## config.mk

```make
export PLATFORM = sky130hd
export DESIGN_NAME = det_event_logger_flat
export DESIGN_NICKNAME = d
export VERILOG_FILES = /design/src/rtl/det_event_logger_if.sv /design/src/rtl/det_event_logger.sv /design/src/flat_wrapper.sv
export SDC_FILE = /design/constraint.sdc
export NUM_CORES = 1
export LEC_CHECK = 0
export CAP_MARGIN = 10
export CORE_MARGIN = 2
export CORE_UTILIZATION = 50
export DETAILED_ROUTE_END_ITERATION = 10
export GPL_TIMING_DRIVEN = 0
export PLACE_DENSITY = 0.75
export SYNTH_ARGS = -nofsm -noshare
export SYNTH_HDL_FRONTEND = slang
export SYNTH_SLANG_ARGS = --single-unit
```

## constraint.sdc

```tcl
create_clock -name clk -period 3 [get_ports clk]
set_input_delay 0.45 -clock clk [delete_from_list [all_inputs] [get_ports clk]]
set_output_delay 0.45 -clock clk [all_outputs]
set_load 0.01 [all_outputs]
```

## src/rtl/det_event_logger_if.sv

```systemverilog
// Bundle between det_event_logger and its detector/reader.
// Carries the detection strobe, the clear, and the timestamp read port.
interface det_event_logger_if #(
  parameter int TS_W  = 16,
  parameter int CNT_W = 8
);
  logic             det;
  logic             clr;
  logic             ev_ready;
  logic             ev_valid;
  logic [TS_W-1:0]  ev_ts;
  logic [CNT_W-1:0] ev_cnt;
  logic             full;
  logic             ovf;

  // An entry transfers at a rising edge where ev_valid and ev_ready are both 1.
  // ev_valid never depends on ev_ready. While ev_valid is 1 and ev_ready is 0,
  // ev_ts holds steady.
  modport master (
    output det, clr, ev_ready,
    input  ev_valid, ev_ts, ev_cnt, full, ovf
  );

  modport slave (
    input  det, clr, ev_ready,
    output ev_valid, ev_ts, ev_cnt, full, ovf
  );
endinterface

```

## src/rtl/det_event_logger.sv

```systemverilog
// Timestamps detector strobes into a first-word-fall-through FIFO and counts them.
// Optional macro DET_EDGE_EN: qualify det on its rising edge only.
module det_event_logger #(
  parameter int TS_W  = 16,
  parameter int DEPTH = 4,
  parameter int CNT_W = 8
) (
  input  logic             clk,
  input  logic             rst,
  det_event_logger_if.slave bus,
  output logic [1:0]       dbg_state_o,
  output logic [TS_W-1:0]  dbg_ts_o
);
  localparam int PW = (DEPTH > 1) ? $clog2(DEPTH) : 1;

  typedef enum logic [1:0] {
    ST_EMPTY   = 2'd0,
    ST_PARTIAL = 2'd1,
    ST_FULL    = 2'd2
  } state_t;

  state_t           state_q, state_d;
  logic [PW-1:0]    wr_ptr_q, wr_ptr_d;
  logic [PW-1:0]    rd_ptr_q, rd_ptr_d;
  logic [PW-1:0]    wr_ptr_inc, rd_ptr_inc;
  logic [TS_W-1:0]  ts_q, ts_d;
  logic [CNT_W-1:0] cnt_q, cnt_d;
  logic             ovf_q, ovf_d;
  logic [TS_W-1:0]  mem_q [DEPTH];

  logic det_qual;
  logic event_w;
  logic pop_w;
  logic wr_en;
  logic drop_w;

`ifdef DET_EDGE_EN
  logic det_q, det_d;

  always_comb det_d = bus.clr ? 1'b0 : bus.det;

  always_ff @(posedge clk or posedge rst) begin
    if (rst) det_q <= 1'b0;
    else     det_q <= det_d;
  end

  assign det_qual = bus.det & ~det_q;
`else
  assign det_qual = bus.det;
`endif

  // clr masks both sides of the FIFO so a coincident strobe or pop is discarded.
  assign event_w    = det_qual & ~bus.clr;
  assign pop_w      = (state_q != ST_EMPTY) & bus.ev_ready & ~bus.clr;
  assign wr_en      = event_w & ((state_q != ST_FULL) | pop_w);
  assign drop_w     = event_w & (state_q == ST_FULL) & ~pop_w;
  assign wr_ptr_inc = wr_ptr_q + PW'(1);
  assign rd_ptr_inc = rd_ptr_q + PW'(1);

  always_comb begin
    state_d = state_q;
    if (bus.clr) begin
      state_d = ST_EMPTY;
    end else begin
      case (state_q)
        ST_EMPTY: begin
          if (wr_en) state_d = ST_PARTIAL;
        end
        ST_PARTIAL: begin
          if (wr_en && !pop_w && (wr_ptr_inc == rd_ptr_q))
            state_d = ST_FULL;
          else if (pop_w && !wr_en && (rd_ptr_inc == wr_ptr_q))
            state_d = ST_EMPTY;
        end
        ST_FULL: begin
          if (pop_w && !wr_en) state_d = ST_PARTIAL;
        end
        default: state_d = ST_EMPTY;
      endcase
    end
  end

  always_comb begin
    wr_ptr_d = wr_ptr_q;
    rd_ptr_d = rd_ptr_q;
    cnt_d    = cnt_q;
    ovf_d    = ovf_q;
    ts_d     = ts_q + TS_W'(1);
    if (bus.clr) begin
      wr_ptr_d = '0;
      rd_ptr_d = '0;
      cnt_d    = '0;
      ovf_d    = 1'b0;
      ts_d     = '0;
    end else begin
      if (wr_en)  wr_ptr_d = wr_ptr_inc;
      if (pop_w)  rd_ptr_d = rd_ptr_inc;
      if (event_w && (cnt_q != {CNT_W{1'b1}})) cnt_d = cnt_q + CNT_W'(1);
      if (drop_w) ovf_d = 1'b1;
    end
  end

  always_ff @(posedge clk or posedge rst) begin
    if (rst) begin
      state_q  <= ST_EMPTY;
      wr_ptr_q <= '0;
      rd_ptr_q <= '0;
      ts_q     <= '0;
      cnt_q    <= '0;
      ovf_q    <= 1'b0;
    end else begin
      state_q  <= state_d;
      wr_ptr_q <= wr_ptr_d;
      rd_ptr_q <= rd_ptr_d;
      ts_q     <= ts_d;
      cnt_q    <= cnt_d;
      ovf_q    <= ovf_d;
    end
  end

  // Storage is cleared on reset so ev_ts reads 0 straight out of reset.
  always_ff @(posedge clk or posedge rst) begin
    if (rst) begin
      for (int i = 0; i < DEPTH; i++) mem_q[i] <= '0;
    end else if (wr_en) begin
      mem_q[wr_ptr_q] <= ts_q;
    end
  end

  assign bus.ev_valid = (state_q != ST_EMPTY);
  assign bus.full     = (state_q == ST_FULL);
  assign bus.ev_ts    = mem_q[rd_ptr_q];
  assign bus.ev_cnt   = cnt_q;
  assign bus.ovf      = ovf_q;
  assign dbg_state_o  = state_q;
  assign dbg_ts_o     = ts_q;
endmodule

```

## src/flat_wrapper.sv

```systemverilog
// flat-port wrapper written by rule: the top's interface ports become plain ports
module det_event_logger_flat 
#(
  parameter int TS_W  = 16,
  parameter int DEPTH = 4,
  parameter int CNT_W = 8
)
  (clk, rst, dbg_state_o, dbg_ts_o, bus_det, bus_clr, bus_ev_ready, bus_ev_valid, bus_ev_ts, bus_ev_cnt, bus_full, bus_ovf);
  det_event_logger_if #(.TS_W(TS_W), .CNT_W(CNT_W)) bus_i ();
  input  logic clk;
  input  logic rst;
  output logic [1:0] dbg_state_o;
  output logic [TS_W-1:0] dbg_ts_o;
  input wire logic [$bits(bus_i.det)-1:0] bus_det;
  input wire logic [$bits(bus_i.clr)-1:0] bus_clr;
  input wire logic [$bits(bus_i.ev_ready)-1:0] bus_ev_ready;
  output wire logic [$bits(bus_i.ev_valid)-1:0] bus_ev_valid;
  output wire logic [$bits(bus_i.ev_ts)-1:0] bus_ev_ts;
  output wire logic [$bits(bus_i.ev_cnt)-1:0] bus_ev_cnt;
  output wire logic [$bits(bus_i.full)-1:0] bus_full;
  output wire logic [$bits(bus_i.ovf)-1:0] bus_ovf;
  assign bus_i.det = bus_det;
  assign bus_i.clr = bus_clr;
  assign bus_i.ev_ready = bus_ev_ready;
  assign bus_ev_valid = bus_i.ev_valid;
  assign bus_ev_ts = bus_i.ev_ts;
  assign bus_ev_cnt = bus_i.ev_cnt;
  assign bus_full = bus_i.full;
  assign bus_ovf = bus_i.ovf;
  det_event_logger #(.TS_W(TS_W), .DEPTH(DEPTH), .CNT_W(CNT_W)) u_core (.clk(clk), .rst(rst), .bus(bus_i), .dbg_state_o(dbg_state_o), .dbg_ts_o(dbg_ts_o));
endmodule
```

==> results of run 1 <==
## flip-flops by register name, indices dropped and copies added, names as in the netlist
name and flops:
u_core.rd_ptr_q 2, u_core.dbg_ts_o 16, u_core.bus.ovf 1, u_core.mem_q 64, u_core.bus.ev_cnt 8, u_core.wr_ptr_q 2, u_core.dbg_state_o 2
## worst paths after layout
kind | startpoint | depth (start not counted) | endpoint
min in group clk | u_core.mem_q[15]$_DFFE_PP0P_ | 1 | u_core.mem_q[15]$_DFFE_PP0P_
min reg2reg | u_core.mem_q[15]$_DFFE_PP0P_ | 1 | u_core.mem_q[15]$_DFFE_PP0P_
max | u_core.rd_ptr_q[0]$_DFFE_PP0P_ | 4 | bus_ev_ts[7]
max reg2reg | u_core.dbg_state_o[0]$_DFFE_PP0P_ | 5 | u_core.mem_q[41]$_DFFE_PP0P_
max in group asynchronous | rst | 3 | u_core.mem_q[5]$_DFFE_PP0P_
min | rst | 2 | u_core.mem_q[24]$_DFFE_PP0P_
## cell usage after synthesis, types with 5 or more instances
cell	instances
sky130_fd_sc_hd__buf_2	9
sky130_fd_sc_hd__xor2_1	5
sky130_fd_sc_hd__mux4_2	16
sky130_fd_sc_hd__nand2b_1	5
sky130_fd_sc_hd__o21ai_0	7
sky130_fd_sc_hd__inv_1	7
sky130_fd_sc_hd__nor2b_1	9
sky130_fd_sc_hd__nand3_1	9
sky130_fd_sc_hd__mux2_4	40
sky130_fd_sc_hd__clkbuf_1	8
sky130_fd_sc_hd__dfrtp_1	95
sky130_fd_sc_hd__nand2_1	6
sky130_fd_sc_hd__a21oi_1	14
sky130_fd_sc_hd__nor2_1	14
sky130_fd_sc_hd__mux2_2	29
sky130_fd_sc_hd__ha_1	6
## per-stage QoR
step                      setup WS, ns  setup TNS, ns  hold slack (ns)
final                            0.135              0            0.402
after global routing            0.0286              0            0.418
after CTS                       0.0140              0            0.399
after detailed placement         0.390              0            0.490
after global placement           -1.33        -125.64            0.482
after floorplan                 0.0730              0            0.474
## layout make-up
class	count	area (um^2)	share of cell area [%]
Sequential cell	95	2380	42.3
Multi-Input combinational cell	211	2170	38.6
Timing Repair Buffer	49	508	9.05
Buffer	25	183	3.25
Tap cell	129	161	2.87
Clock buffer	9	124	2.21
Clock inverter	7	65.1	1.16
Inverter	7	28.8	0.512
## cell families after synthesis
family / synth area share, %
muxes: 27.5
AOI/OAI and AO/OA: 5.14
adders and majority gates: 1.58
buffers and inverters: 4.32
DFF: 50.0
xor gates and xnor gates: 1.29
and+or+nand+nor: 10.1
## power breakdown
group	internal (W)	switching [W]
clock	0.000320	0.000501
sequential	0.00132	0.0000328
combinational	0.000136	0.000123
## worst reg2reg max path: stages (launching register included)
cell and delay, ns:
sky130_fd_sc_hd__dfrtp_1 0.48, sky130_fd_sc_hd__or3b_1 0.42, sky130_fd_sc_hd__buf_6 0.16, sky130_fd_sc_hd__nand4b_4 0.20, sky130_fd_sc_hd__buf_12 0.20, sky130_fd_sc_hd__mux2_4 0.31
## what timing repair did
item,in CTS,in global routing
buffers inserted,0,0
pin swaps,0,0
resized for setup,1,1
endpoints found under the setup margin,9,2
## per-layer routing
metal	share of wire, %	GRT usage (%)	routed length (um)	vias to the layer above
li1	-	-	-	1362
met1	48	29.0	4450	1511
met2	46	29.5	4320	69
met3	3.7	5.31	340	17
met4	2.0	7.38	187	0
met5	0	0	0	-
==> Flow_metrics.wiki, run 1 <==
{| class="wikitable"
! Metric !! Value
|-
| Num rows || 35
|-
| Cell type with the highest aggregate area in the netlist || sky130_fd_sc_hd__dfrtp_1
|-
| Number of enable flip-flop cells after synthesis || 0
|-
| Post-layout minimum cycle time || 2.87 ns
|-
| Power per cell area || 433 nW/um^2
|-
| Dominant cells by area after synthesis || sky130_fd_sc_hd__dfrtp_1 (50%), sky130_fd_sc_hd__mux2_4 (13%), sky130_fd_sc_hd__mux4_2 (7.6%), sky130_fd_sc_hd__mux2_2 (6.9%), sky130_fd_sc_hd__nand4b_4 (2.0%)
|-
| Hold Crit Class || input pin to async pin
|-
| Final Cell Area || 5620 um^2
|-
| Detail Route Antenna Nets || 0
|-
| Worst Clk Skew || 0.0159 ns
|-
| Sequential fraction of the synthesis area || 50.0%
|-
| Grt ovf || 0
|-
| IO Count || 50
|-
| Maximum clock frequency || 349 MHz
|-
| Die area || 10300 um^2
|-
| Via count of the routed design || 2959
|-
| Global-route wire length before repair || 15.8 mm
|-
| Worst-skew pair later-pin latency || 0.37 ns
|-
| Initial drt markers || 110
|-
| Chip Height || 101 um
|-
| Most frequent cells in the layout || sky130_fd_sc_hd__dfrtp_1 (95), sky130_fd_sc_hd__clkdlybuf4s50_1 (48), sky130_fd_sc_hd__mux2_4 (40)
|-
| Final layout net count || 409
|-
| Post-DP HPWL || 6.29 mm
|-
| Post-synthesis cell count || 338
|-
| Final wirelength || 9.29 mm
|-
| Ys flop type || sky130_fd_sc_hd__dfrtp_1
|-
| Flip-flop and latch count after synthesis || 95
|-
| Maximum vdd drop || 0.289 mV
|-
| Final Total Pwr || 0.00243 W
|-
| Slew at the pin with the worst max-slew slack || 0.574 ns
|-
| Leakage power figure || 2.62 nW
|-
| Clk root buf || sky130_fd_sc_hd__clkbuf_8
|-
| Crit-path leading delay family || buffers and inverters
|-
| Largest stage delay on the critical path || 0.54 ns
|-
| Effective utilization at floorplan || 51.4%
|-
| Critical path fanouts, max || 10
|-
| Number of antenna violations at the first check in global routing || 0
|-
| Maximum number of pins on one net before global-route repair || 71
|-
| Flop2flop setup slack || 1.14 ns
|-
| Number of design rule violations left after detail routing || 0
|-
| Final core utilization || 60.8%
|-
| Buffers & Inverters on Critical Path || 3
|-
| Post-synth design cell area || 4750 um^2
|-
| Slew Limit Headroom || 61.8%
|-
| Final std cells w/o fill || 532
|-
| Count of fill cells added during filler insertion || 749
|-
| Number of buffer cells added on primary ports || 48
|-
| Number of placed instances with taps included || 516
|-
| Number of buffers created by CTS || 9
|-
| GRT Total Usage || 20.1%
|-
| Final weighted congestion of routability-driven global placement || 0.781
|-
| Drt wl/cell || 17.5 um
|-
| Post-Syn Area per Cell || 14.1 um^2
|-
| Routed vias/inst || 5.56
|-
| Final setup violation count || 0
|-
| Net Count, Synth || 349
|-
| Post-synth ARST share || 100%
|-
| Area of placed instances || 5420 um^2
|-
| Number of distinct library cells after synthesis || 46
|-
| Clock tree from TritonCTS || yes
|-
| Yosys warning total || 0
|-
| Core outline area || 9240 um^2
|-
| Most frequent standard cell in the layout excluding fill and tap cells || sky130_fd_sc_hd__dfrtp_1
|-
| Required time worst endpoint || 2.55 ns
|-
| Ordered cell list for the critical path || buf_2 > clkbuf_4 > mux4_2 > clkdlybuf4s50_1
|-
| Count of antenna diodes in the layout || 0
|-
| Max-slew violation total from the final report || 0
|-
| Total iterations of the first detailed-routing run || 5
|-
| Hold Fails Final Rpt || 0
|-
| Maximum buffer depth of the clock tree || 2
|-
| Run status || complete, no violations
|-
| Clock transition at path regs || 0.10 ns
|-
| Endpoint kind of the worst setup timing path || output port
|-
| Deepest level of the CTS H-tree || 3
|-
| Final clock period utilization by the worst path || 95.5%
|-
| Critical path data arrival time || 2.42 ns
|-
| Via count of the first global-routing pass || 3091
|-
| Horiz. Die Dim || 101 um
|-
| Area share of the largest cell type after synthesis || 50.0%
|-
| RSZ-0062 raised after global routing || no
|-
| Crit start category || register
|-
| Library cell contributing the largest single delay on the critical path || sky130_fd_sc_hd__mux4_2
|-
| Fraction of layout instances using a drive strength above 1 || 31.3%
|-
| Total of hold buffers inserted after clock tree synthesis || 0
|-
| TritonCTS sink count || 95
|-
| Kind of critical path || register to output port
|-
| Area Overhead vs Synth || 18.2%
|-
| Max-cap violations || 0
|}
(Power assumes the default switching activity.)
==> inputs of run 2 (changes only) <==
--- a/config.mk
+++ b/config.mk
@@ -7,10 +7,9 @@
 export LEC_CHECK = 0
 export CAP_MARGIN = 10
 export CORE_MARGIN = 2
-export CORE_UTILIZATION = 50
+export CORE_UTILIZATION = 40
 export DETAILED_ROUTE_END_ITERATION = 10
 export GPL_TIMING_DRIVEN = 0
-export PLACE_DENSITY = 0.75
 export SYNTH_ARGS = -nofsm -noshare
 export SYNTH_HDL_FRONTEND = slang
 export SYNTH_SLANG_ARGS = --single-unit
==> run 2 against run 1 <==
Effect of this change:
- the flow now finishes with violations (design-rule violations)
- critical path depth unchanged
- final cell count grew 2.6%
- wire length grew 7.2%
- die area up 24%
- global-route usage fell by 2.6 points
- via count up 0.34%
- setup slack better by 0.097 ns
- sequential share of layout area fell by 1.0 points
- first-iteration DRC count increased by 26%
- clock power rose by 45%
- critical endpoint unchanged
==> Flow_metrics.wiki, run 2 (synthesis gave the netlist of run 1 again) <==
{| class="wikitable"
! Metric !! Value
|-
| Worst Clk Skew || 0.00554 ns (-0.0104 ns)
|-
| Routed vias/inst || 5.44 (-2.2%)
|-
| Slew at the pin with the worst max-slew slack || 0.603 ns (+0.0291 ns)
|-
| Switching Share || 22.6% (-4.5 points)
|-
| Most frequent cells in the layout || sky130_fd_sc_hd__dfrtp_1 (95), sky130_fd_sc_hd__clkdlybuf4s50_1 (48), sky130_fd_sc_hd__mux2_4 (40)
|-
| Total iterations of the first detailed-routing run || 7 (+2)
|-
| Area of placed instances || 5440 um^2 (+0.32%)
|-
| Grt ovf || 0 (unchanged)
|-
| Core outline area || 11500 um^2 (+25%)
|-
| Cell mode on critical path || sky130_fd_sc_hd__clkbuf_4
|-
| Post-layout minimum cycle time || 2.77 ns (-0.0966 ns)
|-
| Maximum clock frequency || 361 MHz (+3.5%)
|-
| Required time worst endpoint || 2.55 ns (about the same)
|-
| Die area || 12800 um^2 (+24%)
|-
| Ordered cell list for the critical path || clkbuf_4 > clkbuf_4 > mux4_2 > clkdlybuf4s50_1
|-
| Power Internal || 0.00217 W (+22%)
|-
| Number of buffer cells added on primary ports || 48 (unchanged)
|-
| Number of buffers created by CTS || 9 (unchanged)
|-
| Final clock period utilization by the worst path || 92.3% (-3.2 points)
|-
| Sequential share of power || 48.3% (-7.3 points)
|-
| Total of hold buffers inserted after clock tree synthesis || 0 (unchanged)
|-
| Final setup violation count || 0 (unchanged)
|-
| Via count of the routed design || 2969 (+0.34%)
|-
| Clock tree from TritonCTS || yes
|-
| Clock transition at path regs || 0.06 ns (-0.04 ns)
|-
| Max-cap violations || 0 (unchanged)
|-
| Crit start category || register
|-
| Final wirelength || 9.96 mm (+7.2%)
|-
| Count of antenna diodes in the layout || 0 (unchanged)
|-
| Area Overhead vs Synth || 21.2%
|-
| Library cell contributing the largest single delay on the critical path || sky130_fd_sc_hd__mux4_2
|-
| Deepest level of the CTS H-tree || 3 (unchanged)
|-
| Run status || finished with violations
|-
| Kind of critical path || register to output port
|-
| Post-DP HPWL || 6.55 mm (+4.2%)
|-
| Count of fill cells added during filler insertion || 1018 (+36%)
|-
| IO Count || 50 (unchanged)
|-
| Slew Limit Headroom || 59.8% (-1.9 points)
|-
| Critical path fanouts, max || 10 (unchanged)
|-
| Endpoint kind of the worst setup timing path || output port
|-
| Final weighted congestion of routability-driven global placement || 0.746 (-4.4%)
|-
| Register with the highest flop count || u_core.mem_q
|-
| Chip Height || 113 um (+11%)
|-
| Hold Fails Final Rpt || 0 (unchanged)
|-
| Final layout net count || 409 (unchanged)
|-
| Buffers & Inverters on Critical Path || 3 (unchanged)
|-
| Maximum buffer depth of the clock tree || 2 (unchanged)
|-
| Horiz. Die Dim || 113 um (+11%)
|-
| Initial drt markers || 139 (+26%)
|-
| Violations in the final reports || design-rule violations
|-
| Most frequent standard cell in the layout excluding fill and tap cells || sky130_fd_sc_hd__dfrtp_1
|-
| RSZ-0062 raised after global routing || no
|-
| TritonCTS sink count || 95 (unchanged)
|-
| Via count of the first global-routing pass || 3198 (+3.5%)
|-
| Power per cell area || 486 nW/um^2 (+12%)
|-
| Number of design rule violations left after detail routing || 3 (+3)
|-
| GRT Total Usage || 17.5% (-2.6 points)
|-
| Largest stage delay on the critical path || 0.53 ns (about the same)
|-
| Critical path data arrival time || 2.32 ns (-0.10 ns)
|-
| Global-route wire length before repair || 17.4 mm (+9.8%)
|-
| Crit-path leading delay family || buffers and inverters
|-
| Maximum number of pins on one net before global-route repair || 65 (-8.5%)
|-
| Switching power total || 0.000631 W (-3.8%)
|-
| Effective utilization at floorplan || 41.3% (-10 points)
|-
| Max-slew violation total from the final report || 0 (unchanged)
|-
| Hold Crit Class || input pin to async pin
|-
| Max reg flops || 64 (unchanged)
|-
| Maximum vdd drop || 0.219 mV (-24%)
|-
| Fraction of layout instances using a drive strength above 1 || 31.0% (-0.25 points)
|-
| Comb power frac || 9.3% (-1.3 points)
|-
| Final Cell Area || 5760 um^2 (+2.5%)
|-
| Number of antenna violations at the first check in global routing || 0 (unchanged)
|-
| Detail Route Antenna Nets || 0 (unchanged)
|-
| Buffers inserted during post-CTS setup optimization || 0 (unchanged)
|-
| Drt wl/cell || 18.2 um (+4.4%)
|-
| Leakage power figure || 2.68 nW (+2.3%)
|-
| Final core utilization || 50.0% (-11 points)
|-
| Num rows || 39 (+11%)
|-
| Worst-skew pair later-pin latency || 0.34 ns (-0.03 ns)
|-
| Number of gates given a new drive strength after cts || 1 (unchanged)
|-
| Clock power frac || 42.4% (+8.6 points)
|-
| Clk root buf || sky130_fd_sc_hd__clkbuf_16
|}
==> run 2: cell count changes in the layout (fill, tap and decap cells not counted), sizes merged <==
cell,delta
inv,-3
clkbuf,+5
clkinv,-1
buf,-1
clkinvlp,-1
bufinv,+1
==> run 2: path summary, 6_finish.rpt <==
check,startpoint,end,slack [ns],cells past startpoint
setup / recovery,u_core.rd_ptr_q[0]$_DFFE_PP0P_,bus_ev_ts[7],0.23,4
hold / removal,rst,u_core.mem_q[56]$_DFFE_PP0P_,0.46,2
setup reg to reg,u_core.dbg_state_o[0]$_DFFE_PP0P_,u_core.mem_q[42]$_DFFE_PP0P_,1.13,5
hold reg to reg,u_core.mem_q[30]$_DFFE_PP0P_,u_core.mem_q[30]$_DFFE_PP0P_,0.50,1
max in group asynchronous,rst,u_core.bus.ev_cnt[5]$_DFFE_PP0P_,1.89,3
min in group clk,u_core.mem_q[30]$_DFFE_PP0P_,u_core.mem_q[30]$_DFFE_PP0P_,0.50,1
==> run 2: worst reg2reg max path, stage by stage (launching register included) <==
cell	delay, ns
sky130_fd_sc_hd__dfrtp_1	0.46
sky130_fd_sc_hd__or3b_1	0.42
sky130_fd_sc_hd__buf_6	0.16
sky130_fd_sc_hd__nand4b_4	0.20
sky130_fd_sc_hd__buf_12	0.20
sky130_fd_sc_hd__mux2_4	0.31
==> run 2: metrics by stage <==
| step | setup slack [ns] | hold slack (ns) | setup TNS, ns | power, W | cells |
|---|---|---|---|---|---|
| after floorplan | 0.0730 | 0.474 | 0 | 0.00154 | 338 |
| after global placement | -1.47 | 0.485 | -139.34 | 0.00163 | 529 |
| after detailed placement | 0.331 | 0.490 | 0 | 0.00164 | 530 |
| after CTS | 0.0236 | 0.477 | 0 | 0.00282 | 546 |
| after global routing | 0.0992 | 0.493 | 0 | 0.00292 | 546 |
| final | 0.231 | 0.461 | 0 | 0.00280 | 546 |
==> run 2: layout make-up <==
type,count,area (um^2),share of cell area (%)
sequential,95,2380,41.3
tap,143,179,3.11
timing repair buffer,49,508,8.82
buffer,25,185,3.22
clock buffer,13,270,4.69
inverter,7,28.8,0.500
clock inverter,3,40.0,0.696
multi-input combinational,211,2170,37.7
==> run 2: power by group through the flow <==
stage          logic [W]  clock network, W  registers, W
3_3_place_gp    0.000255                 0       0.00137
6_report        0.000260           0.00119       0.00135
4_1_cts         0.000265           0.00121       0.00135
2_1_floorplan   0.000177                 0       0.00137
3_5_place_dp    0.000264                 0       0.00137
5_1_grt         0.000286           0.00128       0.00136
==> run 2: routing by layer <==
layer	vias to the layer above	global-route usage (%)	share of wire [%]
met1	1534	25.6	49
li1	1360	-	-
met2	63	25.7	45
met5	-	0	0
met3	12	4.23	4.6
met4	0	5.77	1.5
